[src/rtl/fft_band_peak_picker.sv]
// Per-band peak picker for one FFT magnitude frame: tracks the strongest bin in each band of the
// non-mirrored half, then drains one peak record per band over a valid/ready handshake.
module fft_band_peak_picker #(
    parameter int unsigned FFT_LENGTH = 1024,
    parameter int unsigned MAG_W      = 16,
    parameter int unsigned USED_BINS  = 512,
    parameter int unsigned NUM_BANDS  = 4,
    parameter int unsigned BIN_W      = $clog2(FFT_LENGTH),
    parameter int unsigned BAND_IW    = (NUM_BANDS > 1) ? $clog2(NUM_BANDS) : 1
) (
    input  logic               clk,
    input  logic               reset,
    input  logic [MAG_W-1:0]   mag_i,
    input  logic               mag_valid_i,
    output logic               mag_ready_o,
    input  logic [MAG_W-1:0]   threshold_i,
    output logic [BAND_IW-1:0] peak_band_o,
    output logic [BIN_W-1:0]   peak_bin_o,
    output logic [MAG_W-1:0]   peak_mag_o,
    output logic               peak_above_o,
    output logic               peak_valid_o,
    input  logic               peak_ready_i,
    output logic               frame_done_o,
    output logic               overflow_o,
    input  logic               clear_overflow_i
);

    localparam int unsigned BAND_W = USED_BINS / NUM_BANDS;

    typedef enum logic {StCollect, StDrain} state_e;

    state_e             r_state;
    state_e             w_state_nxt;
    logic [BIN_W-1:0]   r_bin;
    logic [BAND_IW-1:0] r_ptr;
    logic [MAG_W-1:0]   r_thr;
    logic               r_done;
    logic               r_ovf;
    logic [MAG_W-1:0]   r_max    [NUM_BANDS];
    logic [BIN_W-1:0]   r_pk_bin [NUM_BANDS];
    logic [NUM_BANDS-1:0] r_seen;

    logic               w_accept;
    logic               w_last_bin;
    logic               w_rec_acc;
    logic               w_last_rec;
    logic               w_in_use;
    logic [BAND_IW-1:0] w_band;
    logic [BIN_W-1:0]   w_base;

    assign w_accept   = mag_valid_i & mag_ready_o;
    assign w_last_bin = (r_bin == BIN_W'(FFT_LENGTH - 1));
    assign w_rec_acc  = peak_valid_o & peak_ready_i;
    assign w_last_rec = (r_ptr == BAND_IW'(NUM_BANDS - 1));
    assign w_in_use   = (32'(r_bin) < USED_BINS);
    assign w_base     = BIN_W'(32'(r_ptr) * BAND_W);

    generate
        if ((BAND_W & (BAND_W - 1)) == 0) begin : g_band_shift
            assign w_band = BAND_IW'(r_bin >> $clog2(BAND_W));
        end else begin : g_band_cmp
            always_comb begin
                w_band = '0;
                for (int b = 1; b < NUM_BANDS; b++) begin
                    if (32'(r_bin) >= 32'(b) * BAND_W) w_band = BAND_IW'(b);
                end
            end
        end
    endgenerate

    always_ff @(posedge clk or negedge reset) begin
        if (!reset) r_state <= StCollect;
        else        r_state <= w_state_nxt;
    end

    always_comb begin
        w_state_nxt = r_state;
        unique case (r_state)
            StCollect: if (w_accept && w_last_bin) w_state_nxt = StDrain;
            StDrain:   if (w_rec_acc && w_last_rec) w_state_nxt = StCollect;
            default:   w_state_nxt = StCollect;
        endcase
    end

    always_ff @(posedge clk or negedge reset) begin
        if (!reset) begin
            r_bin  <= '0;
            r_ptr  <= '0;
            r_thr  <= '0;
            r_done <= 1'b0;
            r_ovf  <= 1'b0;
            r_seen <= '0;
            for (int b = 0; b < NUM_BANDS; b++) begin
                r_max[b]    <= '0;
                r_pk_bin[b] <= '0;
            end
        end else begin
            r_done <= 1'b0;
            // A dropped sample and a clear in the same cycle leave the flag set.
            if (mag_valid_i && !mag_ready_o) r_ovf <= 1'b1;
            else if (clear_overflow_i)       r_ovf <= 1'b0;

            if (w_accept) begin
                r_bin <= r_bin + BIN_W'(1);
                if (w_in_use && (!r_seen[w_band] || mag_i > r_max[w_band])) begin
                    r_seen[w_band]   <= 1'b1;
                    r_max[w_band]    <= mag_i;
                    r_pk_bin[w_band] <= r_bin;
                end
                if (w_last_bin) begin
                    r_ptr <= '0;
                    r_thr <= threshold_i;
                end
            end

            if (w_rec_acc) begin
                r_ptr <= r_ptr + BAND_IW'(1);
                if (w_last_rec) begin
                    r_done <= 1'b1;
                    r_bin  <= '0;
                    r_ptr  <= '0;
                    r_seen <= '0;
                    for (int b = 0; b < NUM_BANDS; b++) begin
                        r_max[b]    <= '0;
                        r_pk_bin[b] <= '0;
                    end
                end
            end
        end
    end

    always_comb begin
        mag_ready_o  = (r_state == StCollect);
        peak_valid_o = (r_state == StDrain);
        peak_band_o  = '0;
        peak_bin_o   = '0;
        peak_mag_o   = '0;
        peak_above_o = 1'b0;
        frame_done_o = r_done;
        overflow_o   = r_ovf;
        if (r_state == StDrain) begin
            peak_band_o  = r_ptr;
            // An unseen band reports its first bin with zero magnitude.
            peak_bin_o   = r_seen[r_ptr] ? r_pk_bin[r_ptr] : w_base;
            peak_mag_o   = r_max[r_ptr];
            peak_above_o = (r_max[r_ptr] >= r_thr);
        end
    end

endmodule
[config.mk]
export PLATFORM = sky130hd
export DESIGN_NAME = fft_band_peak_picker
export DESIGN_NICKNAME = d
export VERILOG_FILES = /design/src/rtl/fft_band_peak_picker.sv
export SDC_FILE = /design/constraint.sdc
export NUM_CORES = 1
export LEC_CHECK = 0
export CORE_MARGIN = 2
export CORE_UTILIZATION = 58
export DETAILED_ROUTE_END_ITERATION = 12
export PLACE_DENSITY = 0.82
export SLEW_MARGIN = 20
export SYNTH_ARGS = -nofsm -noshare
export SYNTH_HDL_FRONTEND = slang
export SYNTH_SLANG_ARGS = --single-unit
[constraint.sdc]
create_clock -name clk -period 4.3 [get_ports clk]
set_clock_uncertainty 0.2 [all_clocks]
set_input_delay 0.86 -clock clk [delete_from_list [all_inputs] [get_ports clk]]
set_output_delay 0.86 -clock clk [all_outputs]
set_load 0.01 [all_outputs]
Word-level counts from Yosys, hierarchy flattened
Index checks and enable logic that the tools add are counted.
{"block": "classes", "n_addsub": 2, "n_lt_le_gt_ge": 9, "eq_ne": 2, "n_mux": 52, "n_bitwise": 6, "n_reduce_logical": 13}
{"operator": "$mux 64", "count": 4}
{"operator": "$mux 40", "count": 4}
{"operator": "$mux 16", "count": 6}
{"operator": "$mux 10", "count": 8}
{"operator": "$bmux 16 s2", "count": 2}
{"operator": "$bwmux 64", "count": 1}
{"operator": "$bwmux 40", "count": 1}
{"operator": "$demux 16 s2", "count": 1}
{"operator": "$bmux 10 s2", "count": 1}
{"operator": "$demux 10 s2", "count": 1}
{"operator": "$ge 16x16->1", "count": 1}
{"operator": "$gt 16x16->1", "count": 1}
{"operator": "$mux 4", "count": 4}
{"operator": "$add 10x1->10 const B", "count": 1}
{"operator": "$eq 10x10->1 const B", "count": 1}
{"operator": "$lt 10x10->1 const B", "count": 1}
{"operator": "$mux 1", "count": 10}
{"operator": "$mux 2", "count": 5}
{"operator": "$ge 3x3->1 const B", "count": 2}
{"operator": "$logic_and 1x1->1", "count": 6}
{"operator": "$lt 2x3->1 const B", "count": 2}
{"operator": "$not 2->3", "count": 2}
{"operator": "$reduce_bool 2->1", "count": 3}
{"operator": "$bmux 1 s2", "count": 2}
{"operator": "other kinds (12)", "count": 14}
{"block": "totals", "regBits": 139, "in_bits": 37, "out_inout_bits": 33, "wordCells": 99}

Longest topological paths before layout
Gate-level depths: netlist of run 1.
{"block": "depth", "ltp_word": 11, "ltp_mapped": 14, "depth_no_buf": 9}

Worst setup path before layout of run 1
Ideal clock, no wire load.
{"block": "synth_path", "kind": "reg2out", "from": "register r_ptr[0]", "to": "output peak_above_o", "t_arrival_ns": 2.737, "required_time_ns": 3.240, "path_slack_ns": 0.503, "path_stages_with_launch": 11, "n_path_buf": 2, "path_cell_list": "dfrtp_1 -> clkbuf_1 -> buf_1 -> mux4_2 -> ha_1 -> nand4_1 -> nor3_1 -> nor3_1 -> o211ai_1 -> a221oi_1 -> nor2_1"}
{"block": "synth_via", "elab_chain_cells": 6}
{"element": "start: declaration", "line_no": "35", "source": "logic [BAND_IW-1:0] r_ptr;"}
{"element": "start signal: assignment", "line_no": "117", "source": "r_ptr <= r_ptr + BAND_IW'(1);"}
{"element": "$not 2->3 (not written as such)", "line_no": "146", "source": "peak_above_o = (r_max[r_ptr] >= r_thr);"}
{"element": "$bmux 16 s2", "line_no": "146"}
{"element": "$mux 16 (not written as such) (2 in a row)", "line_no": "146"}
{"element": "$ge 16x16->1", "line_no": "146"}
{"element": "$mux 1", "line_no": "141", "source": "if (r_state == StDrain) begin"}
{"element": "end: declaration", "line_no": "20", "source": "output logic peak_above_o,"}
No other way between the ends. The select of a mux whose other input is x is not followed.

Worst setup path in the final report of run 1
Ends and elaborated chain as after synthesis.

==> impl_metrics.toml, run 1 <==
[grt]
overflow = 0
grt_pass1_vias = 6774
grt_pass1_wl_um = 35100
grt_max_degree = 106
grt_usage_pct = 32.0
antenna_found_initial = 0

[routing]
vias = 6568
wl_um = 21400
dr.pass1.iters = 6
viasPerCell = 6.40
final_antenna_net_count = 0
wl_per_cell_um = 20.9
drtIter0Drc = 814
drc = 0

[critical_path]
cp-end-kind = "output port"
required_ps = 3240
slowest_stage = "mux4_2"
worst-path-buf-inv = 2
critPathKind = "reg2out"
critical_path.startpoint_type = "flip-flop"
worstPathMaxFanout = 4
critical_path.max_stage_delay_ps = 500
path_delay_family = "compound AO/OA/AOI/OAI gates"
crit_chain = "mux4_2 -> inv_1 -> ha_1 -> nand2b_1 -> a21o_1 -> a211oi_1 -> o211ai_1 -> a221oi_1 -> nor2_1 -> dlygate4sd2_1"
arrival_ps = 3070

[final_layout]
drive_above_1_share_pct = 13.5
antennaDiodeCount = 0
syn_to_final_growth_pct = 19.2
fillCellCount = 906
fin_nets = 911
final_area_um2 = 9160
final_cell_mix = "dfrtp_1 (138), nand2_1 (124), o21ai_0 (107)"
layout.cells.most_common = "dfrtp_1"

[placement]
hpwl_um = 14000
dp_slack_ps = 300
io_buffers = 69
placed_cell_area_um2 = 8550
gp_congestion = 0.989

[clocking]
clockBufferDepth = 2
clk_pin_slew_worst_paths_ps = 60
cts_hold_repair.buffers = 0
cts_root_buf = "clkbuf_16"
insertion_delay_ps = 440
cts_made_buffers = 17
htree_levels = 4
cts_tree = "built"
clock-sinks = 139

[synthesis]
synthDistinctLibCells = 44
netlist_instances = 783
synthesis.nets = 854
ys_ff_latch = 139
yosysSeqAreaShare_pct = 45.3
async_reset_ff_share_pct = 100
synth_edf_count = 0
synth_area_um2 = 7680
yosys_warnings = 0
syn_avg_cell_area_um2 = 9.81
synth_flop_cell = "dfrtp_1"

[sta]
fin_crit_sh_pct = 96.1
tns_ps = 0
hold_viol = 0
finalMaxSlewViolations = 0
setup_viol = 0
max_slew.worst_pin.slew_ps = 1030
setup_ws_ps = 168
rsz0062_at_grt = "no"
fin_hold_ws_ps = 301
relSlewSlack_pct = 31.6
max_freq_mhz = 242
layout_min_cycle_time_ps = 4130

[floorplan]
core_area_um2 = 13100
start_util_pct = 58.7
die_width_um = 119
fp.dieH_um = 119
dieArea_um2 = 14200
ioPinCount = 70
rows = 42

[min_path]
hold_path.class = "reg2reg"

[power_and_ir_drop]
power_uw = 4140
power_leakage_uw = 0.00403
powerDensity_nw_per_um2 = 452
ir_worst_vdd_mv = 0.358

[outcome]
status = "completed"

[run]
cap_violations = 0
worst paths after layout:
kind | from | endpoint | slack [ps] | cells after the start
min reg2reg | r_pk_bin[27]$_DFF_PN0_ | r_pk_bin[27]$_DFF_PN0_ | 300 | 1
min | r_pk_bin[27]$_DFF_PN0_ | r_pk_bin[27]$_DFF_PN0_ | 300 | 1
min in group asynchronous | reset | r_pk_bin[22]$_DFF_PN0_ | 350 | 1
max reg2reg | r_bin[7]$_DFF_PN0_ | r_max[6]$_DFF_PN0_ | 420 | 10
max in group asynchronous | reset | r_thr[15]$_DFFE_PN0P_ | 2720 | 2
max | r_ptr[0]$_DFFE_PN0P_ | peak_above_o | 170 | 10
power by group:
group	internal [uW]	switching (uW)	total, uW
combinational	452	632	1080
sequential	1440	159	1600
clock	899	554	1450
registers in the layout, indices dropped and copies added (netlist names):
name	cells
r_max	64
r_pk_bin	40
r_thr	16
r_bin	10
r_seen	4
r_ptr	2
frame_done_o	1
overflow_o	1
peak_valid_o	1
final cells by class:
class	count	area (um2)	share of cell area [%]
clock buffers	18	429	4.68
multi-input cells	542	3790	41.4
flip-flops and latches	139	3480	38.0
inverters	38	143	1.56
repair buffers	102	951	10.4
well taps	176	220	2.40
clock inverters	12	151	1.65
metal layers:
layer	global-route usage [%]	wire length, um	vias up
met1	42.3	8280	3180
met4	16.8	871	0
met3	7.76	2240	82
li1	-	-	2870
met5	0	0	-
met2	49.5	10000	436
logic make-up after synthesis:
kind of cell	count (synthesis)	synth area share, %
AO/OA/AOI/OAI	154	11.2
XOR/XNOR	7	0.798
multiplexers	49	13.2
buffers and inverters	102	5.65
AND/OR/NAND/NOR	298	18.4
flip-flops	139	45.3
adder cells (fa/ha/maj)	34	5.54
cells in the mapped netlist, types with 3 or more instances:
library cell,count,area [um2]
a21o_1,6,45.0
a21oi_1,13,65.1
and2_1,18,113
and3_1,17,106
buf_1,4,15.0
buf_2,14,70.1
buf_6,3,33.8
clkbuf_1,38,143
clkbuf_2,3,15.0
dfrtp_1,139,3480
ha_1,34,425
inv_1,38,143
mux2i_1,6,60.1
mux4_2,42,946
nand2_1,124,465
nand2b_1,3,18.8
nand3_1,91,455
nand4_1,7,43.8
nor2_1,21,78.8
o211ai_1,8,60.1
o21a_1,7,52.6
o21ai_0,107,536
o21ai_1,6,30.0
or3_1,3,18.8
xor2_1,5,43.8
worst reg2reg max path, delay by kind of cell, from the launching register on:
family          cells  cell delay, ps
simple gates        4            1110
flops               1             720
mux                 1             530
compound gates      2             510
buf+inv             2             410
fa+ha+maj           1             260
timing repair:
action                     CTS  global route
gates resized for setup      1             0
buffers inserted             5             0
setup endpoints to repair    1             0
per-stage QoR:
step	cells	util [%]
floorplan	783	-
global placement	992	65.3
detailed placement	992	65.3
CTS	1027	70.0
global route	1027	70.0
finish	1027	70.0
Note: power is estimated with default switching activity, not from simulation.
==> inputs of run 2 (changes only) <==
--- a/config.mk
+++ b/config.mk
@@ -7,8 +7,9 @@
 export LEC_CHECK = 0
 export CORE_MARGIN = 2
 export CORE_UTILIZATION = 58
+export CTS_BUF_LIST = sky130_fd_sc_hd__clkbuf_4 sky130_fd_sc_hd__clkbuf_8 sky130_fd_sc_hd__clkbuf_16
 export DETAILED_ROUTE_END_ITERATION = 12
-export PLACE_DENSITY = 0.82
+export PLACE_DENSITY_LB_ADDON = 0.2
 export SLEW_MARGIN = 20
 export SYNTH_ARGS = -nofsm -noshare
 export SYNTH_HDL_FRONTEND = slang
==> run 2 against run 1 <==
Compared with the run above:
- clock-buffer cell count stayed put
- cell area grew 1.4%
- core utilization is 0.97 points higher
- routed wire length shrank 0.33%
- via count fell by 0.49%
- power up 5.1%
- global-route usage fell by 0.56 points
- sequential power about the same
- critical path type unchanged
- critical endpoint unchanged
==> impl_metrics.toml, run 2 (synthesis results as in run 1) <==
[sta]
finalMaxSlewViolations = 0
relSlewSlack_pct = 33.1
max_slew.worst_pin.slew_ps = 1000
rsz0062_at_grt = "no"
layout_min_cycle_time_ps = 4140
hold_viol = 0
tns_ps = 0
setup_viol = 0
max_freq_mhz = 241
fin_crit_sh_pct = 96.3

[final_layout]
antennaDiodeCount = 0
syn_to_final_growth_pct = 20.9
final_cell_mix = "dfrtp_1 (138), nand2_1 (124), o21ai_0 (106)"
drive_above_1_share_pct = 14.0
fin_nets = 907
largest_reg_flops = 64
largestRegisters = "r_max: 64 flops, r_pk_bin: 40 flops, r_thr: 16 flops"
layout.cells.most_common = "dfrtp_1"
regMostFlops = "r_max"
fillCellCount = 883

[power_and_ir_drop]
power_leakage_uw = 0.00407
power_uw = 4350
powerDensity_nw_per_um2 = 468
ir_worst_vdd_mv = 0.285

[floorplan]
dieArea_um2 = 14200
die_width_um = 119
ioPinCount = 70
core_area_um2 = 13100
rows = 42
fp.dieH_um = 119
start_util_pct = 58.7

[clocking]
clk_pin_slew_worst_paths_ps = 60
clockBufferDepth = 2
insertion_delay_ps = 430
cts_made_buffers = 17
htree_levels = 4
cts_root_buf = "clkbuf_16"
cts_tree = "built"
cts_hold_repair.buffers = 0
clock-sinks = 139

[critical_path]
critical_path.startpoint_type = "flip-flop"
critPathKind = "reg2out"
slowest_stage = "mux4_2"
required_ps = 3240
path_delay_family = "compound AO/OA/AOI/OAI gates"
arrival_ps = 3080
worst-path-buf-inv = 2
reg2reg_depth = 10
crit_chain = "mux4_2 -> inv_1 -> ha_1 -> nand2b_1 -> a21o_1 -> a211oi_2 -> o211ai_1 -> a221oi_2 -> nor2_1 -> dlygate4sd2_1"
cp-end-kind = "output port"
crit_cells = 10
critical_path.max_stage_delay_ps = 530
worstPathMaxFanout = 4

[grt]
overflow = 0
grt_pass1_wl_um = 34000
grt_pass1_vias = 6541
grt_usage_pct = 31.5
antenna_found_initial = 0
grt_max_degree = 91

[run]
cap_violations = 0

[placement]
io_buffers = 69
hpwl_um = 13600
gp_congestion = 1.00

[routing]
drtIter0Drc = 709
vias = 6536
wl_um = 21400
dr.pass1.iters = 7
wl_per_cell_um = 20.8
viasPerCell = 6.38
drc = 0
final_antenna_net_count = 0

[min_path]
hold_path.class = "in2async"

[outcome]
status = "completed"
[run 2: changes by cell type in the layout (fill, tap and decap cells not counted), sizes merged]
cell / previous run / this run
bufinv: 3 / 5
buf: 34 / 30
clkinvlp: 5 / 1
inv: 38 / 40
clkinv: 4 / 6
[run 2: path summary, 6_finish.rpt]
path                                        from                endpoint  slack, ps
min in group clk           r_pk_bin[7]$_DFF_PN0_   r_pk_bin[7]$_DFF_PN0_        300
max reg2reg                   r_bin[7]$_DFF_PN0_  r_pk_bin[39]$_DFF_PN0_        400
max in group asynchronous                  reset   r_thr[13]$_DFFE_PN0P_       2710
min                                        reset   r_pk_bin[7]$_DFF_PN0_        290
min reg2reg                r_pk_bin[7]$_DFF_PN0_   r_pk_bin[7]$_DFF_PN0_        300
max                         r_ptr[0]$_DFFE_PN0P_            peak_above_o        160
[run 2: timing repair]
item | in CTS | in global routing
pin swaps | 0 | 4
cloned | 1 | 0
setup endpoints to repair | 1 | 1
gates resized for setup | 3 | 5
buffers inserted | 3 | 0
[run 2: area by class of cell]
class	count	area, um2	area share (%)
Clock inverter	14	216	2.33
Clock buffer	18	439	4.73
Tap cell	176	220	2.37
Timing Repair Buffer	98	953	10.3
Multi-Input combinational cell	542	3840	41.3
Sequential cell	139	3480	37.5
Inverter	38	143	1.54
[run 2: per-stage QoR]
step	utilization [%]	area, um2	hold WS, ps	setup slack, ps	instances
after floorplan	-	7680	263	503	783
after global placement	65.2	8540	273	326	989
after detailed placement	65.2	8540	287	276	989
after CTS	70.7	9250	302	136	1025
after global routing	71.0	9290	321	2.08	1025
final	71.0	9290	288	157	1025
[run 2: per-layer routing]
| layer | vias up | global-route usage [%] | share of wire (%) |
|---|---|---|---|
| met2 | 377 | 46.4 | 47 |
| met1 | 3221 | 42.8 | 41 |
| met4 | 0 | 15.7 | 3.2 |
| li1 | 2871 | - | - |
| met3 | 67 | 9.24 | 9.6 |
| met5 | - | 0 | 0 |
[run 2: power breakdown]
part	total [uW]	internal, uW	switching (uW)
Clock	1620	1050	579
Combinational	1120	473	651
Sequential	1600	1440	159
Total	4350	2960	1390
==> inputs of run 3 (changes only) <==
--- a/config.mk
+++ b/config.mk
@@ -6,10 +6,11 @@
 export NUM_CORES = 1
 export LEC_CHECK = 0
 export CORE_MARGIN = 2
-export CORE_UTILIZATION = 58
+export CORE_UTILIZATION = 64
 export CTS_BUF_LIST = sky130_fd_sc_hd__clkbuf_4 sky130_fd_sc_hd__clkbuf_8 sky130_fd_sc_hd__clkbuf_16
 export DETAILED_ROUTE_END_ITERATION = 12
-export PLACE_DENSITY_LB_ADDON = 0.2
+export DONT_BUFFER_PORTS = 1
+export PLACE_DENSITY = 0.89
 export SLEW_MARGIN = 20
 export SYNTH_ARGS = -nofsm -noshare
 export SYNTH_HDL_FRONTEND = slang
==> run 3 against run 2 <==
Compared with the run above:
- routed wire length increased by 1.8%
- flip-flop and latch count stayed put
- critical endpoint unchanged
- highest routed layer unchanged
- clock power decreased by 10%
- core utilization fell by 0.10 points
- sequential share of layout area up 4.0 points
- largest power group is now registers
==> impl_metrics.toml, run 3 (synthesis results as in run 1) <==
[final_layout]
antennaDiodeCount = 0
drive_above_1_share_pct = 14.0
fin_nets = 832
layout.cells.most_common = "dfrtp_1"
multiInputGateArea_um2 = 3800
largestRegisters = "r_max: 64 flops, r_pk_bin: 40 flops, r_thr: 16 flops"
final_cells = 921
syn_to_final_growth_pct = 9.43
final_cell_mix = "dfrtp_1 (138), nand2_1 (124), o21ai_0 (107)"
regMostFlops = "r_max"
fillCellCount = 695
seq_area_um2 = 3480
largest_reg_flops = 64

[sta]
max_freq_mhz = 240
tns_ps = 0
finalMaxSlewViolations = 0
rsz0062_at_grt = "no"
fin_hold_ws_ps = 196
max_slew.worst_pin.slew_ps = 1080
layout_min_cycle_time_ps = 4160
fin_crit_sh_pct = 96.7
setup_ws_ps = 140
relSlewSlack_pct = 28.0
hold_viol = 0
setup_viol = 0

[floorplan]
core_area_um2 = 11900
dieArea_um2 = 12900
rows = 40
ioPinCount = 70
die_width_um = 114
start_util_pct = 64.8
fp.dieH_um = 114

[grt]
grt_usage_pct = 35.2
grt_max_degree = 140
grt_pass1_wl_um = 34700
grt_pass1_vias = 6624
antenna_found_initial = 0
overflow = 0

[critical_path]
reg2reg_depth = 10
r2r_slack_ps = 260
critPathKind = "reg2out"
r2r-end = "r_pk_bin[37]$_DFF_PN0_"
critical_path.startpoint_type = "flip-flop"
r2r-start = "r_bin[7]$_DFF_PN0_"
required_ps = 3240
cp-end-kind = "output port"
worstPathMaxFanout = 7
arrival_ps = 3100

[clocking]
clk_pin_slew_worst_paths_ps = 60
cts_tree = "built"
cts_made_buffers = 17
clock-sinks = 139
cts_root_buf = "clkbuf_16"
clockBufferDepth = 2
htree_levels = 4
insertion_delay_ps = 430

[power_and_ir_drop]
ir_worst_vdd_mv = 0.305
power_leakage_uw = 0.00374
power_uw = 4140
powerDensity_nw_per_um2 = 492

[placement]
io_buffers = 0
hpwl_um = 13200
dp_slack_ps = 266
gp_congestion = 0.919
placed_cells = 885

[routing]
wl_per_cell_um = 23.6
viasPerCell = 7.25
wl_um = 21800
final_antenna_net_count = 0
drc = 0
drtIter0Drc = 1040
vias = 6681
dr.pass1.iters = 6

[min_path]
hold_path.class = "in2async"

[outcome]
status = "completed"

[run]
cap_violations = 0
==> run 3: what timing repair did <==
item / CTS / global route
gates resized for setup: 1 / 1
endpoints found under the hold margin: 139 / 0
cloned: 0 / 0
buffers inserted: 3 / 0
setup endpoints to repair: 1 / 1
hold buffers: 1 / 0
==> run 3: power breakdown <==
part	internal (uW)	switching, uW
Clock	868	586
Combinational	419	651
Sequential	1440	170
Total	2730	1410
==> run 3: worst max path at each step <==
stage / from / end / slack [ps] / cells past startpoint
after floorplan: r_ptr[0]$_DFFE_PN0P_ / peak_above_o / 500 / 10
after global placement: r_ptr[0]$_DFFE_PN0P_ / peak_above_o / 360 / 9
after detailed placement: r_ptr[0]$_DFFE_PN0P_ / peak_above_o / 270 / 9
after CTS: r_ptr[0]$_DFFE_PN0P_ / peak_above_o / 120 / 8
after global routing: r_ptr[0]$_DFFE_PN0P_ / peak_above_o / 60 / 9
final: r_ptr[0]$_DFFE_PN0P_ / peak_above_o / 140 / 8
==> run 3: worst max-delay path: stages (launching register included) <==
cell and delay (ps):
dfrtp_4 470, buf_4 230, mux4_2 580, ha_1 300, a21o_1 160, a211oi_1 310
o211ai_1 170, a221oi_2 330, nor2_1 120
==> run 3: through the flow <==
| stage | utilization (%) | cell area (um2) |
|---|---|---|
| 6_report | 70.9 | 8410 |
| 5_1_grt | 70.9 | 8410 |
| 4_1_cts | 70.8 | 8400 |
| 3_5_place_dp | 65.5 | 7760 |
| 3_3_place_gp | 65.5 | 7760 |
| 2_1_floorplan | - | 7680 |
==> run 3: area by class of cell <==
| cell class | instances | share of cell area (%) |
|---|---|---|
| Clock buffer | 18 | 5.22 |
| Clock inverter | 14 | 1.76 |
| Inverter | 38 | 1.70 |
| Multi-Input combinational cell | 542 | 45.1 |
| Sequential cell | 139 | 41.4 |
| Tap cell | 147 | 2.19 |
| Timing Repair Buffer | 23 | 2.59 |
==> run 3: per-layer routing <==
metal  share of wire, %  global-route usage, %
met3                 13                   12.1
met4                6.1                   18.2
met1                 35                   45.8
met2                 46                   52.9
met5                  0                      0
